--- config.mk ---
export PLATFORM = sky130hd
export DESIGN_NAME = pixel_edge_pipeline
export DESIGN_NICKNAME = d
export VERILOG_FILES = /design/src/rtl/pixel_edge_pipeline.sv
export SDC_FILE = /design/constraint.sdc
export NUM_CORES = 2
export LEC_CHECK = 0
export ABC_AREA = 1
export CORE_AREA = 2 2 258 260
export CTS_CLUSTER_DIAMETER = 40
export DETAILED_ROUTE_END_ITERATION = 10
export DIE_AREA = 0 0 260 262
export GPL_ROUTABILITY_DRIVEN = 0
export PLACE_DENSITY = 0.75
export SYNTH_ARGS = -nofsm -noshare
export SYNTH_HDL_FRONTEND = slang
export SYNTH_SLANG_ARGS = --single-unit
--- constraint.sdc ---
create_clock -name clock -period 26.1 [get_ports clock]
set_clock_uncertainty 0.15 [all_clocks]
set_input_delay 5.22 -clock clock [delete_from_list [all_inputs] [get_ports clock]]
set_output_delay 5.22 -clock clock [all_outputs]
set_load 0.01 [all_outputs]
--- src/rtl/pixel_edge_pipeline.sv ---
// Handshaked multi-lane edge detector: capture, optional temporal smoothing, luma, diff, compare.
// Define PIXEL_EDGE_SMOOTH_EN to include the temporal-smoothing stage (adds one cycle of latency).
module pixel_edge_pipeline #(
  parameter int  PIXEL_W  = 24,
  parameter int  CHANNELS = 3,
  parameter int  LANES    = 5,
  localparam int CHAN_W   = PIXEL_W / CHANNELS,
  localparam int LUMA_W   = CHAN_W + $clog2(CHANNELS)
) (
  input  logic                     clock,
  input  logic                     reset,
  input  logic                     in_valid,
  output logic                     in_ready,
  input  logic                     in_sof,
  input  logic [LANES*PIXEL_W-1:0] in_pixels,
  input  logic [LUMA_W-1:0]        threshold,
  output logic                     out_valid,
  input  logic                     out_ready,
  output logic [LANES*PIXEL_W-1:0] out_pixels,
  output logic [LANES-1:0]         out_edges
);

  localparam int PW = LANES * PIXEL_W;
  localparam int LW = LANES * LUMA_W;

  function automatic logic [LUMA_W-1:0] luma_f(input logic [PIXEL_W-1:0] pix);
    logic [LUMA_W-1:0] acc;
    acc = '0;
    for (int c = 0; c < CHANNELS; c++) begin
      acc = acc + LUMA_W'(pix[c*CHAN_W +: CHAN_W]);
    end
    return acc;
  endfunction

  function automatic logic [LUMA_W-1:0] absdiff_f(input logic [LUMA_W-1:0] a, input logic [LUMA_W-1:0] b);
    return (a >= b) ? (a - b) : (b - a);
  endfunction

  logic              s1_valid_r, s1_sof_r;
  logic [PW-1:0]     s1_pix_r;
  logic [LUMA_W-1:0] s1_thr_r;

  logic              pre_valid_s, pre_sof_s;
  logic [PW-1:0]     pre_pix_s;
  logic [LUMA_W-1:0] pre_thr_s;

  logic              s3_valid_r, s3_sof_r;
  logic [PW-1:0]     s3_pix_r;
  logic [LUMA_W-1:0] s3_thr_r;
  logic [LW-1:0]     s3_luma_r;

  logic              s4_valid_r;
  logic [PW-1:0]     s4_pix_r;
  logic [LUMA_W-1:0] s4_thr_r;
  logic [LW-1:0]     s4_diff_r;
  logic [LUMA_W-1:0] last_luma_r;
  logic              luma_hist_r;

  logic              ld_s1_s, ld_s3_s, ld_s4_s, ld_out_s;
  logic [LW-1:0]     luma_s;
  logic [LW-1:0]     diff_s;
  logic [LANES-1:0]  edge_s;

  // A stage loads when empty or when its beat moves on; the chain ends at out_ready.
  assign ld_out_s = ~out_valid | out_ready;
  assign ld_s4_s  = ~s4_valid_r | ld_out_s;
  assign ld_s3_s  = ~s3_valid_r | ld_s4_s;
  assign in_ready = ld_s1_s;

`ifdef PIXEL_EDGE_SMOOTH_EN
  logic              s2_valid_r, s2_sof_r;
  logic [PW-1:0]     s2_pix_r;
  logic [LUMA_W-1:0] s2_thr_r;
  logic [PW-1:0]     prev_pix_r;
  logic              prev_hist_r;
  logic              ld_s2_s;
  logic [PW-1:0]     smooth_s;

  function automatic logic [CHAN_W-1:0] avg_f(input logic [CHAN_W-1:0] a, input logic [CHAN_W-1:0] b);
    logic [CHAN_W:0] sum;
    sum = {1'b0, a} + {1'b0, b};
    return sum[CHAN_W:1];
  endfunction

  assign ld_s2_s     = ~s2_valid_r | ld_s3_s;
  assign ld_s1_s     = ~s1_valid_r | ld_s2_s;
  assign pre_valid_s = s2_valid_r;
  assign pre_sof_s   = s2_sof_r;
  assign pre_pix_s   = s2_pix_r;
  assign pre_thr_s   = s2_thr_r;

  // Floor average with the same lane of the previous beat; first beat of a line passes through.
  always_comb begin
    smooth_s = '0;
    for (int i = 0; i < LANES; i++) begin
      for (int c = 0; c < CHANNELS; c++) begin
        smooth_s[i*PIXEL_W + c*CHAN_W +: CHAN_W] =
          avg_f(s1_pix_r[i*PIXEL_W + c*CHAN_W +: CHAN_W],
                (s1_sof_r | ~prev_hist_r) ? s1_pix_r[i*PIXEL_W + c*CHAN_W +: CHAN_W]
                                          : prev_pix_r[i*PIXEL_W + c*CHAN_W +: CHAN_W]);
      end
    end
  end

  // Smoothing stage register and its raw-pixel history.
  always_ff @(posedge clock or posedge reset) begin
    if (reset) begin
      s2_valid_r  <= 1'b0;
      s2_sof_r    <= 1'b0;
      s2_pix_r    <= '0;
      s2_thr_r    <= '0;
      prev_pix_r  <= '0;
      prev_hist_r <= 1'b0;
    end else if (ld_s2_s) begin
      s2_valid_r <= s1_valid_r;
      if (s1_valid_r) begin
        s2_sof_r    <= s1_sof_r;
        s2_pix_r    <= smooth_s;
        s2_thr_r    <= s1_thr_r;
        prev_pix_r  <= s1_pix_r;
        prev_hist_r <= 1'b1;
      end
    end
  end
`else
  assign ld_s1_s     = ~s1_valid_r | ld_s3_s;
  assign pre_valid_s = s1_valid_r;
  assign pre_sof_s   = s1_sof_r;
  assign pre_pix_s   = s1_pix_r;
  assign pre_thr_s   = s1_thr_r;
`endif

  // Capture stage register.
  always_ff @(posedge clock or posedge reset) begin
    if (reset) begin
      s1_valid_r <= 1'b0;
      s1_sof_r   <= 1'b0;
      s1_pix_r   <= '0;
      s1_thr_r   <= '0;
    end else if (ld_s1_s) begin
      s1_valid_r <= in_valid;
      if (in_valid) begin
        s1_sof_r <= in_sof;
        s1_pix_r <= in_pixels;
        s1_thr_r <= threshold;
      end
    end
  end

  // Per-lane channel sums.
  always_comb begin
    luma_s = '0;
    for (int i = 0; i < LANES; i++) begin
      luma_s[i*LUMA_W +: LUMA_W] = luma_f(pre_pix_s[i*PIXEL_W +: PIXEL_W]);
    end
  end

  // Luma stage register.
  always_ff @(posedge clock or posedge reset) begin
    if (reset) begin
      s3_valid_r <= 1'b0;
      s3_sof_r   <= 1'b0;
      s3_pix_r   <= '0;
      s3_thr_r   <= '0;
      s3_luma_r  <= '0;
    end else if (ld_s3_s) begin
      s3_valid_r <= pre_valid_s;
      if (pre_valid_s) begin
        s3_sof_r  <= pre_sof_s;
        s3_pix_r  <= pre_pix_s;
        s3_thr_r  <= pre_thr_s;
        s3_luma_r <= luma_s;
      end
    end
  end

  // Neighbour differences; lane 0 compares against the rightmost lane of the previous beat.
  always_comb begin
    diff_s = '0;
    for (int i = 1; i < LANES; i++) begin
      diff_s[i*LUMA_W +: LUMA_W] = absdiff_f(s3_luma_r[i*LUMA_W +: LUMA_W], s3_luma_r[(i-1)*LUMA_W +: LUMA_W]);
    end
    if (s3_sof_r | ~luma_hist_r) begin
      diff_s[0 +: LUMA_W] = '0;
    end else begin
      diff_s[0 +: LUMA_W] = absdiff_f(s3_luma_r[0 +: LUMA_W], last_luma_r);
    end
  end

  // Diff stage register and cross-beat luma history.
  always_ff @(posedge clock or posedge reset) begin
    if (reset) begin
      s4_valid_r  <= 1'b0;
      s4_pix_r    <= '0;
      s4_thr_r    <= '0;
      s4_diff_r   <= '0;
      last_luma_r <= '0;
      luma_hist_r <= 1'b0;
    end else if (ld_s4_s) begin
      s4_valid_r <= s3_valid_r;
      if (s3_valid_r) begin
        s4_pix_r    <= s3_pix_r;
        s4_thr_r    <= s3_thr_r;
        s4_diff_r   <= diff_s;
        last_luma_r <= s3_luma_r[(LANES-1)*LUMA_W +: LUMA_W];
        luma_hist_r <= 1'b1;
      end
    end
  end

  // Strict threshold compare.
  always_comb begin
    edge_s = '0;
    for (int i = 0; i < LANES; i++) begin
      edge_s[i] = (s4_diff_r[i*LUMA_W +: LUMA_W] > s4_thr_r) ? 1'b1 : 1'b0;
    end
  end

  // Output register; payload holds while the consumer stalls.
  always_ff @(posedge clock or posedge reset) begin
    if (reset) begin
      out_valid  <= 1'b0;
      out_pixels <= '0;
      out_edges  <= '0;
    end else if (ld_out_s) begin
      out_valid <= s4_valid_r;
      if (s4_valid_r) begin
        out_pixels <= s4_pix_r;
        out_edges  <= edge_s;
      end
    end
  end

endmodule

==> impl_metrics.env <==
export IMPL_antenna_found_initial=4
export IMPL_yosysWarnings=0
export IMPL_hold_viol=0
export IMPL_grt_pass1_vias=24900
export IMPL_ir_worst_vdd_v=0.0000863
export IMPL_critPathSlowestCell="clkdlybuf4s50_1"
export IMPL_crit_path_cell_trace="clkdlybuf4s50_1 -> inv_1 -> nand2_2 -> nor2_4 -> nand3_2 -> clkdlybuf4s50_1"
export IMPL_yosysTopAreaCellShare=0.489
export IMPL_rows=94
export IMPL_clk_transition_reported_paths_ps=60
export IMPL_max_stage_delay_ps=540
export IMPL_status="finished clean"
export IMPL_cp_start_kind="primary input"
export IMPL_min_path_type="reg -> reg"
export IMPL_fin_nets=4346
export IMPL_setup_viol=0
export IMPL_netlist_area_sq_um=32300
export IMPL_vias_per_cell=5.15
export IMPL_pin_count=262
export IMPL_grt_start_max_net_pins=164
export IMPL_path_class="in -> out"
export IMPL_r2r_slack_ps=22720
export IMPL_groute_usage_overall=0.245
export IMPL_hold_start="s4_pix_r[103]$_DFFE_PP0P_"
export IMPL_cp_endpoint="in_ready"
export IMPL_grt_ovfl_total=0
export IMPL_syn_area_per_cell_sq_um=8.59
export IMPL_vias=25300
export IMPL_clock_sinks=632
export IMPL_syn2layout_area_growth_pct=18.1
export IMPL_cellPowerDensity_nw_per_um2=145
export IMPL_dp_hpwl_um=55600
export IMPL_min_period_ps=12120
export IMPL_fp_dieH_um=262
export IMPL_synthTopCellsByArea="dfrtp_1 49%, nand2_1 19%, ha_1 7.0%"
export IMPL_die_area_sq_um=68100
export IMPL_maxSlewViolCount=0
export IMPL_dr_pass1_iters=5
export IMPL_ant_nets=0
export IMPL_crit_path_max_fanout=3
export IMPL_relSlewSlack=0.297
export IMPL_clockBufferDepth=3
export IMPL_wl_um=82100
export IMPL_layout_drive_gt1_share=0.0611
export IMPL_tns_ps=0
export IMPL_cts_buffers=81
export IMPL_rsz0062_at_grt="false"
export IMPL_leakage_nw=19.6
export IMPL_clock_fmax_mhz=82.5
export IMPL_post_drt_wl_per_cell_um=16.7
export IMPL_cp_depth=6
export IMPL_critPathCaptureType="output port"
export IMPL_h_tree_depth=3
export IMPL_placed_cells=4757
export IMPL_crit_top_cell="clkdlybuf4s50_1"
export IMPL_yosys_register_bits=632
export IMPL_final_cells=4908
export IMPL_cp_num_buf_inv=3
export IMPL_postCtsSetupRepairBufs=0
export IMPL_drt_initial_drc_count=1929
export IMPL_synth_area_leader_cell="dfrtp_1"
export IMPL_synth_cells=3767
export IMPL_ys_seq_area_frac=0.489
export IMPL_cts_tree="done"
export IMPL_start_util=0.496
export IMPL_die_x_um=260
export IMPL_core_area_sq_um=65300
export IMPL_finalCritPeriodShare=0.464
export IMPL_synth_distinct_cells=43
export IMPL_required_ps=20730
export IMPL_cts_root_buffer="clkbuf_16"
export IMPL_r2r_end="s3_luma_r[35]$_DFFE_PP0P_"
export IMPL_max_cap_viol_count=0
export IMPL_cts_hold_buf=0
export IMPL_rr_startpoint="out_valid$_DFFE_PP0P_"
export IMPL_worstPathArrival_ps=6750
export IMPL_worstRegToRegCells=8
export IMPL_synth_fp_nets=4137
export IMPL_critical_path_top_delay_family="buffers and inverters"
export IMPL_cts_repair_resized=0
export IMPL_drcViolationCount=0
export IMPL_setup_worst_path_start="out_ready"
export IMPL_clock_latency_ps=620
export IMPL_max_slew_worst_pin_slew_ps=1050
export IMPL_port_buffers=261
export IMPL_grt_pass1_wl_um=132000
-- synthesized netlist by cell type --
cell          n
nor4b_1       1
nand3_1     108
ha_1        180
buf_2        86
clkbuf_1     22
o21ai_0     138
nand3_2       9
nand2_1    1627
nand3b_1      3
nand2_2      19
nor2_4        7
o2111ai_1     3
nand4_2       1
buf_4        25
nand4_1      23
nor2_2        6
mux2_2       17
inv_1       297
buf_6        13
o21ai_1      43
a21oi_1     118
o21bai_1      8
buf_8         2
fa_1         55
xnor2_1      11
dfrtp_1     632
nor2_1      140
mux2_1       90
o21ai_2       3
a21oi_4       1
a21oi_2       5
clkbuf_2      1
nor3_1        2
a31oi_1       3
inv_2        11
or2_2         7
xor2_1       22
o221ai_1      3
o31ai_1       3
o22ai_1       7
a211oi_1      2
o211ai_1      9
nand2_4       4
-- area by class of cell --
type / count / area, sq um
flip-flops and latches: 632 / 15800
fillers: 5521 / 27100
multi-input cells: 2678 / 14500
clock buffers: 101 / 2230
diodes: 3 / 7.51
inverters: 308 / 1180
well taps: 864 / 1080
repair buffers: 275 / 2740
clock inverters: 47 / 622
-- how the worst min path moves through the flow --
stage | slack (ps) | to | depth (start not counted)
floorplan | 270 | luma_hist_r$_DFFE_PP0P_ | 2
global placement | 280 | luma_hist_r$_DFFE_PP0P_ | 2
detailed placement | 290 | luma_hist_r$_DFFE_PP0P_ | 2
CTS | 310 | s4_pix_r[98]$_DFFE_PP0P_ | 2
global route | 330 | s4_thr_r[0]$_DFFE_PP0P_ | 2
finish | 310 | out_pixels[103]$_DFFE_PP0P_ | 2
-- tightest hold or removal path, delay by kind of cell, from the launching register on --
family | cells | cell delay, ps
simple gates | 2 | 100
flops | 1 | 340
-- per-stage QoR --
step | instance area [sq um] | total power, W | setup slack, ps | hold WS (ps) | util
after global placement | 35300 | 0.00425 | 13970 | 282 | 0.541
final | 38200 | 0.00553 | 13980 | 313 | 0.585
after global routing | 38200 | 0.00599 | 13920 | 331 | 0.585
after CTS | 38200 | 0.00553 | 13970 | 314 | 0.585
after floorplan | 32300 | 0.00355 | 3030 | 272 | -
after detailed placement | 35300 | 0.00432 | 13990 | 292 | 0.541
-- layer usage --
layer	vias up	wire [um]	global-route usage
met3	175	4530	0.0323
met1	12100	35800	0.335
met2	710	38800	0.395
li1	12300	-	-
met4	2	3030	0.106
met5	-	13	0
-- flip-flops by register name, indices dropped and copies added, names as in the netlist, 50 cells and up --
register / cells
s4_diff_r: 50
s4_pix_r: 120
out_pixels: 120
s3_luma_r: 50
s3_pix_r: 120
pre_pix_s: 120
-- placed cells by master (no fill, tap or decap), types with 10 or more instances in the layout --
cell,instances
a21oi_1,118
buf_4,12
bufinv_16,11
clkbuf_16,83
clkdlybuf4s50_1,261
clkinv_2,10
dfrtp_1,632
fa_1,55
ha_1,180
inv_1,295
inv_6,10
mux2_1,90
mux2_2,17
nand2_1,1626
nand2_2,17
nand3_1,108
nand4_1,23
nor2_1,139
o21ai_0,138
o21ai_1,43
xnor2_1,11
xor2_1,22
-- cells by family after synthesis --
kind of cell,share of synthesized area
and+or+nand+nor,0.241
DFF,0.489
buffers and inverters,0.0630
AOI/OAI and AO/OA,0.0576
adders and majority gates,0.104
muxes,0.0372
xor gates and xnor gates,0.00893
-- power by group --
| group | total (W) | switching (W) | internal (W) |
|---|---|---|---|
| registers | 0.00164 | 0.000275 | 0.00137 |
| logic | 0.00272 | 0.00172 | 0.000993 |
| clock network | 0.00117 | 0.000447 | 0.000725 |
No activity file was read; power rests on OpenSTA's default activity.
